[src/rtl/smc_defines.sv]
// Shared constants for the SMC region checker: table size limit, default
// address width, and the bit layout of one packed region table entry.
// Layout of an entry, LSB first: lo[AW-1:0], hi[AW-1:0], en.
`ifndef SMC_DEFINES_SV
`define SMC_DEFINES_SV

`define SMC_NREG_MAX      16
`define SMC_AW_DEFAULT    32
`define SMC_ENT_W(aw)     (2*(aw)+1)
`define SMC_LO_OFS(aw)    0
`define SMC_HI_OFS(aw)    (aw)
`define SMC_EN_OFS(aw)    (2*(aw))

`endif

[src/rtl/smc_region_check_pkg.sv]
// Package for the SMC region checker: lock FSM encoding, table limits and a
// helper deciding whether a table index addresses an existing entry.
// No ports; imported by smc_region_check.
`include "smc_defines.sv"

package smc_region_check_pkg;

  localparam int unsigned SMC_NREG_MAX = `SMC_NREG_MAX;
  localparam int unsigned SMC_AW_DEF   = `SMC_AW_DEFAULT;

  typedef enum logic {
    ST_UNLOCKED = 1'b0,
    ST_LOCKED   = 1'b1
  } lock_state_e;

  // An index is usable only if it names one of the NREG implemented entries;
  // IDW may be wider than strictly needed when NREG is not a power of two.
  function automatic logic idx_in_range(input int unsigned idx,
                                        input int unsigned nreg);
    return (idx < nreg);
  endfunction

endpackage

[src/rtl/smc_region_cmp.sv]
// Single-window comparator: match_o = en_i & lo_i <= addr_i <= hi_i (unsigned).
// Ports: lo_i/hi_i inclusive bounds, en_i entry valid, addr_i address under
// test, match_o combinational result. lo_i > hi_i simply never matches.
module smc_region_cmp #(
  parameter int AW = 32
) (
  input  logic [AW-1:0] lo_i,
  input  logic [AW-1:0] hi_i,
  input  logic          en_i,
  input  logic [AW-1:0] addr_i,
  output logic          match_o
);

  assign match_o = en_i && (addr_i >= lo_i) && (addr_i <= hi_i);

endmodule

[src/rtl/smc_region_check.sv]
// Multi-region secure-memory-context address checker: NREG programmable
// [lo,hi] windows with a lockable table; one lookup per cycle, result 1 cycle later.
// Ports: cfg_* table write/clear/lock with cfg_err/locked status; ce/addr lookup
// request; hit_vld/hit/hit_id/multi_hit registered lookup result.
`include "smc_defines.sv"

module smc_region_check
  import smc_region_check_pkg::*;
#(
  parameter int NREG = 4,
  parameter int AW   = 32,
  parameter int IDW  = 2
) (
  input  logic           clk,
  input  logic           rst,
  input  logic           cfg_we,
  input  logic [IDW-1:0] cfg_idx,
  input  logic [AW-1:0]  cfg_lo,
  input  logic [AW-1:0]  cfg_hi,
  input  logic           cfg_en,
  input  logic           cfg_clr,
  input  logic           cfg_lock,
  output logic           cfg_err,
  output logic           locked,
  input  logic           ce,
  input  logic [AW-1:0]  addr,
  output logic           hit_vld,
  output logic           hit,
  output logic [IDW-1:0] hit_id,
  output logic           multi_hit
);

  localparam int ENT_W  = `SMC_ENT_W(AW);
  localparam int LO_OFS = `SMC_LO_OFS(AW);
  localparam int HI_OFS = `SMC_HI_OFS(AW);
  localparam int EN_OFS = `SMC_EN_OFS(AW);

  // ---------------------------------------------------------------------------
  // Lock FSM. Clear wins over lock so a context teardown always reopens the table.
  // ---------------------------------------------------------------------------
  lock_state_e state_q, state_d;

  always_comb begin
    state_d = state_q;
    if (cfg_clr) begin
      state_d = ST_UNLOCKED;
    end else if (cfg_lock) begin
      state_d = ST_LOCKED;
    end
  end

  always_ff @(posedge clk) begin
    if (rst) begin
      state_q <= ST_UNLOCKED;
    end else begin
      state_q <= state_d;
    end
  end

  assign locked = (state_q == ST_LOCKED);

  // ---------------------------------------------------------------------------
  // Region table. Write acceptance uses the pre-edge lock state, so a write
  // issued together with cfg_lock still lands.
  // ---------------------------------------------------------------------------
  logic [ENT_W-1:0] ent_q [NREG];
  logic             idx_ok;
  logic             wr_ok;
  logic             cfg_err_q;

  assign idx_ok = idx_in_range(int'(cfg_idx), NREG);
  assign wr_ok  = cfg_we && !locked && idx_ok;

  always_ff @(posedge clk) begin
    if (rst) begin
      for (int i = 0; i < NREG; i++) begin
        ent_q[i] <= '0;
      end
    end else if (cfg_clr) begin
      // Only the valid bits are cleared; stale bounds are harmless once en=0.
      for (int i = 0; i < NREG; i++) begin
        ent_q[i][EN_OFS] <= 1'b0;
      end
    end else if (wr_ok) begin
      for (int i = 0; i < NREG; i++) begin
        if (int'(cfg_idx) == i) begin
          ent_q[i] <= {cfg_en, cfg_hi, cfg_lo};
        end
      end
    end
  end

  // A rejected write is flagged whether or not a clear happens in the same cycle.
  always_ff @(posedge clk) begin
    if (rst) begin
      cfg_err_q <= 1'b0;
    end else begin
      cfg_err_q <= cfg_we && (locked || !idx_ok);
    end
  end

  assign cfg_err = cfg_err_q;

  // ---------------------------------------------------------------------------
  // Comparator array against the current (pre-write) table contents.
  // ---------------------------------------------------------------------------
  logic [NREG-1:0] match;

  for (genvar g = 0; g < NREG; g++) begin : g_cmp
    smc_region_cmp #(
      .AW (AW)
    ) u_cmp (
      .lo_i    (ent_q[g][LO_OFS +: AW]),
      .hi_i    (ent_q[g][HI_OFS +: AW]),
      .en_i    (ent_q[g][EN_OFS]),
      .addr_i  (addr),
      .match_o (match[g])
    );
  end

  // ---------------------------------------------------------------------------
  // Priority encoder and popcount>=2: any match after the first one found
  // means at least two windows overlap this address.
  // ---------------------------------------------------------------------------
  logic           hit_d;
  logic [IDW-1:0] hit_id_d;
  logic           multi_d;

  always_comb begin
    hit_d    = 1'b0;
    hit_id_d = '0;
    multi_d  = 1'b0;
    for (int i = 0; i < NREG; i++) begin
      if (match[i]) begin
        if (hit_d) begin
          multi_d = 1'b1;
        end else begin
          hit_d    = 1'b1;
          hit_id_d = IDW'(i);
        end
      end
    end
  end

  // ---------------------------------------------------------------------------
  // Result register stage; idle cycles return an all-zero result.
  // ---------------------------------------------------------------------------
  logic           hit_vld_q;
  logic           hit_q;
  logic [IDW-1:0] hit_id_q;
  logic           multi_q;

  always_ff @(posedge clk) begin
    if (rst) begin
      hit_vld_q <= 1'b0;
      hit_q     <= 1'b0;
      hit_id_q  <= '0;
      multi_q   <= 1'b0;
    end else begin
      hit_vld_q <= ce;
      hit_q     <= ce && hit_d;
      hit_id_q  <= ce ? hit_id_d : '0;
      multi_q   <= ce && multi_d;
    end
  end

  assign hit_vld   = hit_vld_q;
  assign hit       = hit_q;
  assign hit_id    = hit_id_q;
  assign multi_hit = multi_q;

endmodule
[config.mk]
export PLATFORM = sky130hd
export DESIGN_NAME = smc_region_check
export DESIGN_NICKNAME = d
export VERILOG_FILES = /design/src/rtl/smc_region_check_pkg.sv /design/src/rtl/smc_region_cmp.sv /design/src/rtl/smc_region_check.sv
export VERILOG_INCLUDE_DIRS = /design/src /design/src/rtl
export SDC_FILE = /design/constraint.sdc
export NUM_CORES = 1
export LEC_CHECK = 0
export CAP_MARGIN = 40
export CORE_MARGIN = 2
export CORE_UTILIZATION = 40
export DETAILED_ROUTE_END_ITERATION = 10
export GPL_TIMING_DRIVEN = 0
export PLACE_DENSITY = 0.62
export SKIP_CTS_REPAIR_TIMING = 1
export SLEW_MARGIN = 30
export SYNTH_ARGS = -nofsm -noshare
export SYNTH_HDL_FRONTEND = slang
export SYNTH_SLANG_ARGS = --single-unit
[constraint.sdc]
create_clock -name clk -period 11.8 [get_ports clk]
set_input_delay 2.36 -clock clk [delete_from_list [all_inputs] [get_ports clk]]
set_output_delay 2.36 -clock clk [all_outputs]
set_load 0.03 [all_outputs]
# Word-level counts from Yosys, hierarchy flattened
# Memories as Yosys holds them, arrays and structs flattened.
# Index checks and enable logic that the tools add are counted.
[op_classes] order_cmp=8 eq_ne=3 n_mux=53 bitwise=13 reduce_logical=16
[ops] cell="$mux W64" n=4
[ops] cell="$ge A32 B32 Y1" n=4
[ops] cell="$le A32 B32 Y1" n=4
[ops] cell="$mux W1" n=45
[ops] cell="$logic_and A1 B1 Y1" n=12
[ops] cell="$or A1 B1 Y1" n=12
[ops] cell="$mux W2" n=4
[ops] cell="$eq A2 B2 Y1 const B" n=2
[ops] cell="$reduce_or A2 Y1" n=2
[ops] cell="$eq A2 B1 Y1 const B" n=1
[ops] cell="$logic_not A2 Y1" n=1
[ops] cell="$logic_not A1 Y1" n=1
[ops] cell="$not A1 Y1" n=1
[totals] regBits=7 ram_bits=260 input_bits=105 out_inout_bits=7 elab_cells=100 n_memories=1
[mem_list] memory="ent_q" depth=4 word_bits=65 read_ports=4 rd_ports_with_merged_regs=0 wr=4 line="smc_region_check.sv:66" rtl="logic [ENT_W-1:0] ent_q [NREG];"

# Depth between registers and ports, before layout
# Gate-level depths: netlist (run 1).
# An unclocked memory read counts as a cell.
[depth] ltp_word=12 ltp_mapped=10 ltp_nobuf=10

# Cells and area by module
# From an unflattened synthesis (run 1), not the netlist that was laid out.
[unflattened] cells_unflattened=1583 hier_area_um2=17127.7
[by_module_without_submodules] mod="smc_region_check" n_inst=1 cells_per_inst=691 area_each_um2=10711.5 seq_area_each_um2=7937.6
[by_module_without_submodules] mod="smc_region_cmp" n_inst=4 cells_per_inst=223 area_each_um2=1604.0 seq_area_each_um2=0.0

# Worst setup path after synthesis (run 1)
# Ideal clock, no wire load.
[synth_timing] kind="input-to-reg" startpoint="input port cfg_idx[1]" endpoint="memory ent_q[1][0] (netlist bit), enable pin" setup_ns=0.582 t_arrival_ns=7.276 t_required_ns=11.218 slack_ns=3.943 stages=2 n_path_buf=0 cell_sequence="nand2b_1 -> o31ai_1"
[synth_rtl] element="start: declaration" line="smc_region_check.sv:17" rtl="input logic [IDW-1:0] cfg_idx,"
[synth_rtl] element="end: declaration" line="smc_region_check.sv:66"

# Worst setup path in the final report (run 1)
[layout_timing] startpoint="input port addr[14]" endpoint="register multi_q, in the netlist multi_hit"
[layout_between] elab_chain_cells=11 word_cells_on_any_way=26 classes_between="order compare: 8; mux: 9; reduce/logical: 9"
[layout_rtl] element="start: declaration" line="smc_region_check.sv:26" rtl="input logic [AW-1:0] addr,"
[layout_rtl] element="$ge A32 B32 Y1" line="smc_region_cmp.sv:14" rtl="assign match_o = en_i && (addr_i >= lo_i) && (addr_i <= hi_i);"
[layout_rtl] element="$logic_and A1 B1 Y1 (2 in a row)" line="smc_region_cmp.sv:14"
[layout_rtl] element="$mux W1" line="smc_region_check.sv:134" rtl="if (match[i]) begin"
[layout_rtl] element="$mux W1" line="smc_region_check.sv:135" rtl="if (hit_d) begin"
[layout_rtl] element="$mux W1" line="smc_region_check.sv:134"
[layout_rtl] element="$mux W1" line="smc_region_check.sv:135"
[layout_rtl] element="$mux W1" line="smc_region_check.sv:134"
[layout_rtl] element="$mux W1" line="smc_region_check.sv:135"
[layout_rtl] element="$mux W1 *" line="smc_region_check.sv:134"
[layout_rtl] element="$logic_and A1 B1 Y1 *" line="smc_region_check.sv:163" rtl="multi_q <= ce && multi_d;"
[layout_rtl] element="end signal: assignment" line="smc_region_check.sv:163"
[layout_rtl] element="end: declaration" line="smc_region_check.sv:151" rtl="logic multi_q;"
# Every way passes the cells marked *; elsewhere a longest branch is shown, timed or not.
# A chain may end at the register's enable or synchronous reset.

==> reports/qor.yml, run 1 <==
status: "finished clean"
cts-root-buf: "clkbuf_16"
design.die.area_um2: 41100
grt_overflow_total: 0
fin_ws_ps: 6310
vias: 10700
synth_top_area_cell: "edfxtp_1"
placed_cell_area_um2: 17800
final.setup_skew_ps: 9.93
htreeDepth: 1
die_y_um: 203
seq_area_frac_synth_pct: 50.3
synthesis.area_um2: 15800
final_max_slew_viol_count: 0
coreArea_um2: 38800
syn_to_final_growth_pct: 19.0
drc: 0
drt_iter0_drc: 707
insertion_delay_ps: 560
grt_max_degree: 35
cpMostUsedCell: "o211ai_1"
relSlewSlack_pct: 46.7
fin_crit_sh_pct: 46.6
clk_path_buf_depth: 3
finalHoldViolations: 0
wl_mm: 38.8
dp_hpwl_mm: 30.3
synthFlopType: "edfxtp_1"
critPathCaptureType: "flip-flop"
synth_common_cells: "261 x inv_1, 259 x edfxtp_1, 256 x ha_1, 193 x and2_1, 101 x a21oi_1"
io_pins: 112
critPathMaxFanout: 8
yosys_register_bits: 267
crit_slowest_cell: "clkdlybuf4s50_1"
yosys_warnings: 0
hold_class: "reg -> reg"
path_clk_slew_ps: 60
fin_crit_ps: 5490
vdd_drop_max_v: 0.0000752
yosysMostFrequentCell: "inv_1"
ys_types: 49
start_util_pct: 40.6
syn_avg_cell_area_um2: 11.1
stdcell_area_um2: 18800
synth_edf_count: 259
yosysTopAreaCellShare_pct: 49.3
postSynthCellCount: 1426
grt.total_usage_pct: 19.1
finalPower_mw: 2.39
drive_gt1_share_pct: 4.24
arrival_ps: 6000
power_density_nw_per_um2: 128
pre_cts_ws_ps: 5720
clock-sinks: 267
fp-row-count: 72
ys_async_sr_fraction_pct: 0
path_cells: "clkdlybuf4s50_1, ha_1, nand4_1, nor4_1, o211ai_1, o211ai_1, a31oi_1, a211oi_1, maj3_1, o211a_1"
cts-buffers-inserted: 29
crit_required_ps: 12310
worstSetupStartpointType: "input pin"
vias_per_cell: 5.05
grt_pass1_vias: 10800
finalSetupViolCount: 0
gp_congestion: 0.844
max_freq_ghz: 0.182
syn_nets: 1787
tightestPinTransition_ps: 792
antenna_found_initial: 0
nFillCells: 3456
fin_setup_tns_ps: 0
io_buffer_count: 111
power_leakage_nw: 7.94
synth_area_leaders: "edfxtp_1 49%, ha_1 20%, and2_1 7.7%, inv_1 6.2%, a21oi_1 3.2%"
fin_nets: 1942
grt_pass1_wl_mm: 59.8
crit_type: "in -> reg"
rsz0062_at_grt: "no"
firstDrtPassIters: 5
diodes: 0
final_antenna_net_count: 0
wl_per_cell_um: 18.3
dieWidth_um: 203
max_stage_delay_ps: 660
cap_violations: 0
cts_tree: "built"
==> path summary, 6_finish.rpt <==
| check | from | cells after the start | end | slack [ps] |
|---|---|---|---|---|
| max | addr[14] | 10 | multi_hit$_SDFF_PP0_ | 6310 |
| min | locked$_SDFFE_PP0P_ | 1 | cfg_err$_SDFF_PP0_ | 530 |
| max reg2reg | ent_q[3][14]$_SDFFCE_PN0P_ | 10 | multi_hit$_SDFF_PP0_ | 8570 |
| min reg2reg | locked$_SDFFE_PP0P_ | 1 | cfg_err$_SDFF_PP0_ | 530 |
==> registers in the layout, summed over array words and instances, names as in the netlist <==
| register | count |
|---|---|
| cfg_err | 1 |
| ent_q | 260 |
| hit | 1 |
| hit_id | 2 |
| hit_vld | 1 |
| locked | 1 |
| multi_hit | 1 |
==> cell type report <==
type	count	area (µm²)	area share (%)
buffer	20	75.1	0.400
multi-input combinational	878	6830	36.4
clock buffer	41	831	4.42
clock inverter	13	194	1.03
sequential	267	7940	42.3
timing repair buffer	124	1280	6.83
tap	518	648	3.45
inverter	261	980	5.22
==> stage by stage <==
step	std cells	util, %	hold slack (ps)
final	2122	48.4	534
after global routing	2122	48.4	557
after CTS	2122	48.4	536
after detailed placement	2068	45.7	529
after global placement	2055	45.2	517
after floorplan	1426	-	536
==> placed cells by master, fill, tap and decap left out, types with 9 or more instances in the layout <==
cell type / Yosys / routed
ha_1: 256 / 256
nand3_1: 29 / 29
buf_6: 0 / 9
nor3_1: 13 / 13
inv_1: 261 / 261
edfxtp_1: 259 / 259
a21oi_1: 101 / 101
and2_1: 193 / 193
nand2_1: 79 / 78
clkbuf_16: 0 / 29
clkbuf_1: 20 / 26
nand4_1: 30 / 30
clkdlybuf4s50_1: 0 / 111
and4_1: 11 / 11
o21ai_0: 31 / 31
o21a_1: 9 / 9
a21o_1: 12 / 12
nor2_1: 29 / 28
==> cell families after synthesis <==
| logic type | Yosys count | share of synthesized area, % |
|---|---|---|
| AO/OA/AOI/OAI | 206 | 8.02 |
| adder cells (fa/ha/maj) | 257 | 20.4 |
| AND/OR/NAND/NOR | 415 | 14.6 |
| buffers and inverters | 281 | 6.68 |
| flip-flops | 267 | 50.3 |
==> where the power goes <==
part           internal (mW)  switching [mW]  leakage, nW
registers               1.09          0.0119         2.82
clock network          0.597           0.374        0.510
logic                  0.133           0.189         4.60
==> metal layers <==
metal / global-route usage, % / share of wire, % / vias up
met1: 25.9 / 46 / 5100
met2: 31.4 / 46 / 245
met3: 2.71 / 5.2 / 65
met4: 6.44 / 3.1 / 0
met5: 0 / 0 / -
li1: - / - / 5302
==> critical path: cells and delay by family <==
| family | cells | cell delay [ps] |
|---|---|---|
| compound gates | 5 | 1480 |
| fa+ha+maj | 2 | 740 |
| buf+inv | 1 | 660 |
| simple gates | 2 | 750 |
(Power assumes the default switching activity.)
==> run 2: changes to the inputs <==
==> constraint.sdc (replaced) <==
create_clock -name clk -period 5.1 [get_ports clk]
set_input_delay 1.02 -clock clk [delete_from_list [all_inputs] [get_ports clk]]
set_output_delay 1.02 -clock clk [all_outputs]
set_load 0.03 [all_outputs]
==> run 2 against run 1 <==
  * Sequential power rose by 130%
  * Worst hold slack got worse by 1.9 ps
  * Global-route usage rose by 0.23 points
  * Clock skew fell by 1.4 ps
  * Final cell count barely moved
  * Die area did not move
  * First-iteration DRC count fell by 19%
  * Sequential share of layout area barely moved
  * Largest cell class unchanged
==> reports/qor.yml, run 2 (synthesized netlist as in run 1, its figures left out) <==
status: "finished clean"
firstDrtPassIters: 7  # +2
cts-buffers-inserted: 30  # +3.4%
largest_reg_flops: 260  # unchanged
crit_type: "in -> reg"
rsz0062_at_grt: "no"
vias_per_cell: 5.03  # -0.27%
tightestPinTransition_ps: 840  # +47.3 ps
grt_pass1_wl_mm: 60.8  # +1.5%
crit_required_ps: 5610  # -6700 ps
final_antenna_net_count: 0  # unchanged
wl_mm: 38.7  # -0.22%
most-common-layout-cells: "261 x inv_1, 259 x edfxtp_1, 256 x ha_1"
design.die.area_um2: 41100  # unchanged
clock-sinks: 267  # unchanged
final_max_slew_viol_count: 0  # unchanged
critPathBufInv: 1  # unchanged
fin_setup_tns_ps: 0  # unchanged
fp-row-count: 72  # unchanged
drt_iter0_drc: 573  # -19%
regMostFlops: "ent_q"
fin_nets: 1943  # +0.051%
htreeDepth: 1  # unchanged
drive_gt1_share_pct: 4.17  # -0.068 points
fin_crit_sh_pct: 82.5
cts_tree: "built"
grt_max_degree: 45  # +29%
start_util_pct: 40.6  # unchanged
hold-path-cell-count: 1  # unchanged
cpMostUsedCell: "nand4_1"
cp_num_cells: 9  # -1
worstSetupStartpointType: "input pin"
grt_overflow_total: 0  # unchanged
path_clk_slew_ps: 60  # about the same
nFillCells: 3551  # +2.7%
gp_congestion: 0.815  # -3.4%
insertion_delay_ps: 560  # about the same
power_leakage_nw: 7.92  # -0.21%
syn_to_final_growth_pct: 19.0  # about the same
rr_worst_depth: 9  # -1
final_common_cell: "inv_1"
seq_area_um2: 7940  # unchanged
vias: 10700  # -0.18%
worst_path_dominant_cell_family: "simple AND/OR/NAND/NOR gates"
coreArea_um2: 38800  # unchanged
cts-root-buf: "clkbuf_16"
placedCellCount: 2068  # unchanged
relSlewSlack_pct: 44.0  # -2.7 points
drc: 0  # unchanged
max_stage_delay_ps: 770  # +110 ps
route.met2.wl_mm: 17.9  # about the same
fin_cells: 2124  # +0.094%
clk_path_buf_depth: 3  # unchanged
die_y_um: 203  # unchanged
hold_class: "reg -> reg"
finalPower_mw: 5.54  # +130%
grt.total_usage_pct: 19.3  # +0.23 points
io_buffer_count: 111  # unchanged
antenna_found_initial: 0  # unchanged
critPathCaptureType: "flip-flop"
finalSetupViolCount: 0  # unchanged
critPathMaxFanout: 8  # unchanged
io_pins: 112  # unchanged
vdd_drop_max_v: 0.000229  # +200%
dp_hpwl_mm: 30.0  # -0.93%
path_cells: "clkdlybuf4s50_1, ha_1, nand4_1, nor4_1, nand4_1, nor3_1, a2bb2oi_1, maj3_1, o211a_1"
wl_per_cell_um: 18.2  # -0.31%
cap_violations: 0  # unchanged
wl_met3_mm: 1.74  # -14%
crit_slowest_cell: "nor4_1"
max_freq_ghz: 0.238
multi_input_area_um2: 6830  # unchanged
grt_pass1_vias: 10900  # +0.62%
fin_crit_ps: 4210
arrival_ps: 4720  # -1280 ps
wl_met1_mm: 17.9  # +1.3%
top_layer: "met4"
final.setup_skew_ps: 8.56  # -1.37 ps
diodes: 0  # unchanged
finalHoldViolations: 0  # unchanged
power_density_nw_per_um2: 295  # +130%
dieWidth_um: 203  # unchanged
-- run 2: path summary, 6_finish.rpt --
| kind | startpoint | to | slack [ps] |
|---|---|---|---|
| worst max register to register | ent_q[0][46]$_DFFE_PP_ | multi_hit$_SDFF_PP0_ | 1790 |
| worst min register to register | locked$_SDFFE_PP0P_ | cfg_err$_SDFF_PP0_ | 530 |
| worst min-delay path | locked$_SDFFE_PP0P_ | cfg_err$_SDFF_PP0_ | 530 |
| worst max-delay path | addr[14] | multi_hit$_SDFF_PP0_ | 890 |
-- run 2: power breakdown --
part           internal [mW]  switching [mW]  leakage [nW]  total [mW]
Combinational          0.308           0.434          4.61       0.742
Clock                   1.35           0.906         0.489        2.25
Sequential              2.52          0.0273          2.82        2.55
Total                   4.17            1.37          7.92        5.54
-- run 2: layout make-up --
type | instances | share of cell area (%)
plain buffers | 20 | 0.400
clock buffers | 41 | 4.44
clock inverters | 15 | 0.999
inverters | 261 | 5.22
multi-input cells | 878 | 36.4
flip-flops and latches | 267 | 42.3
well taps | 518 | 3.45
repair buffers | 124 | 6.89
-- run 2: through the flow --
step | hold slack (ps) | cell area [µm²] | utilization, % | worst slack [ps]
2_1_floorplan | 536 | 15800 | - | 588
3_3_place_gp | 517 | 17500 | 45.2 | -1810
3_5_place_dp | 520 | 17800 | 45.7 | 394
4_1_cts | 535 | 18800 | 48.4 | 975
5_1_grt | 555 | 18800 | 48.4 | 800
6_report | 532 | 18800 | 48.4 | 890
-- run 2: per-layer routing --
metal  vias to the layer above  global-route usage (%)
met1                      5103                    26.1
met3                        65                    2.68
li1                       5308                       -
met2                       217                    32.1
met4                         0                    6.28
met5                         -                       0
==> run 3: changes to the inputs <==
==> constraint.sdc (replaced) <==
create_clock -name clk -period 4.1 [get_ports clk]
set_input_delay 0.82 -clock clk [delete_from_list [all_inputs] [get_ports clk]]
set_output_delay 0.82 -clock clk [all_outputs]
set_load 0.03 [all_outputs]
==> results of run 3 <==
The final DEF is identical to that of run 2. Status: finished clean.
Among the figures that moved: setup slack after placement 394 ps -> -406 ps; setup slack after layout 890 ps -> 90.2 ps; register-to-register setup slack 1790 ps -> 790 ps; total power 5.54 mW -> 6.89 mW; worst IR drop on VDD 0.000229 V -> 0.000284 V
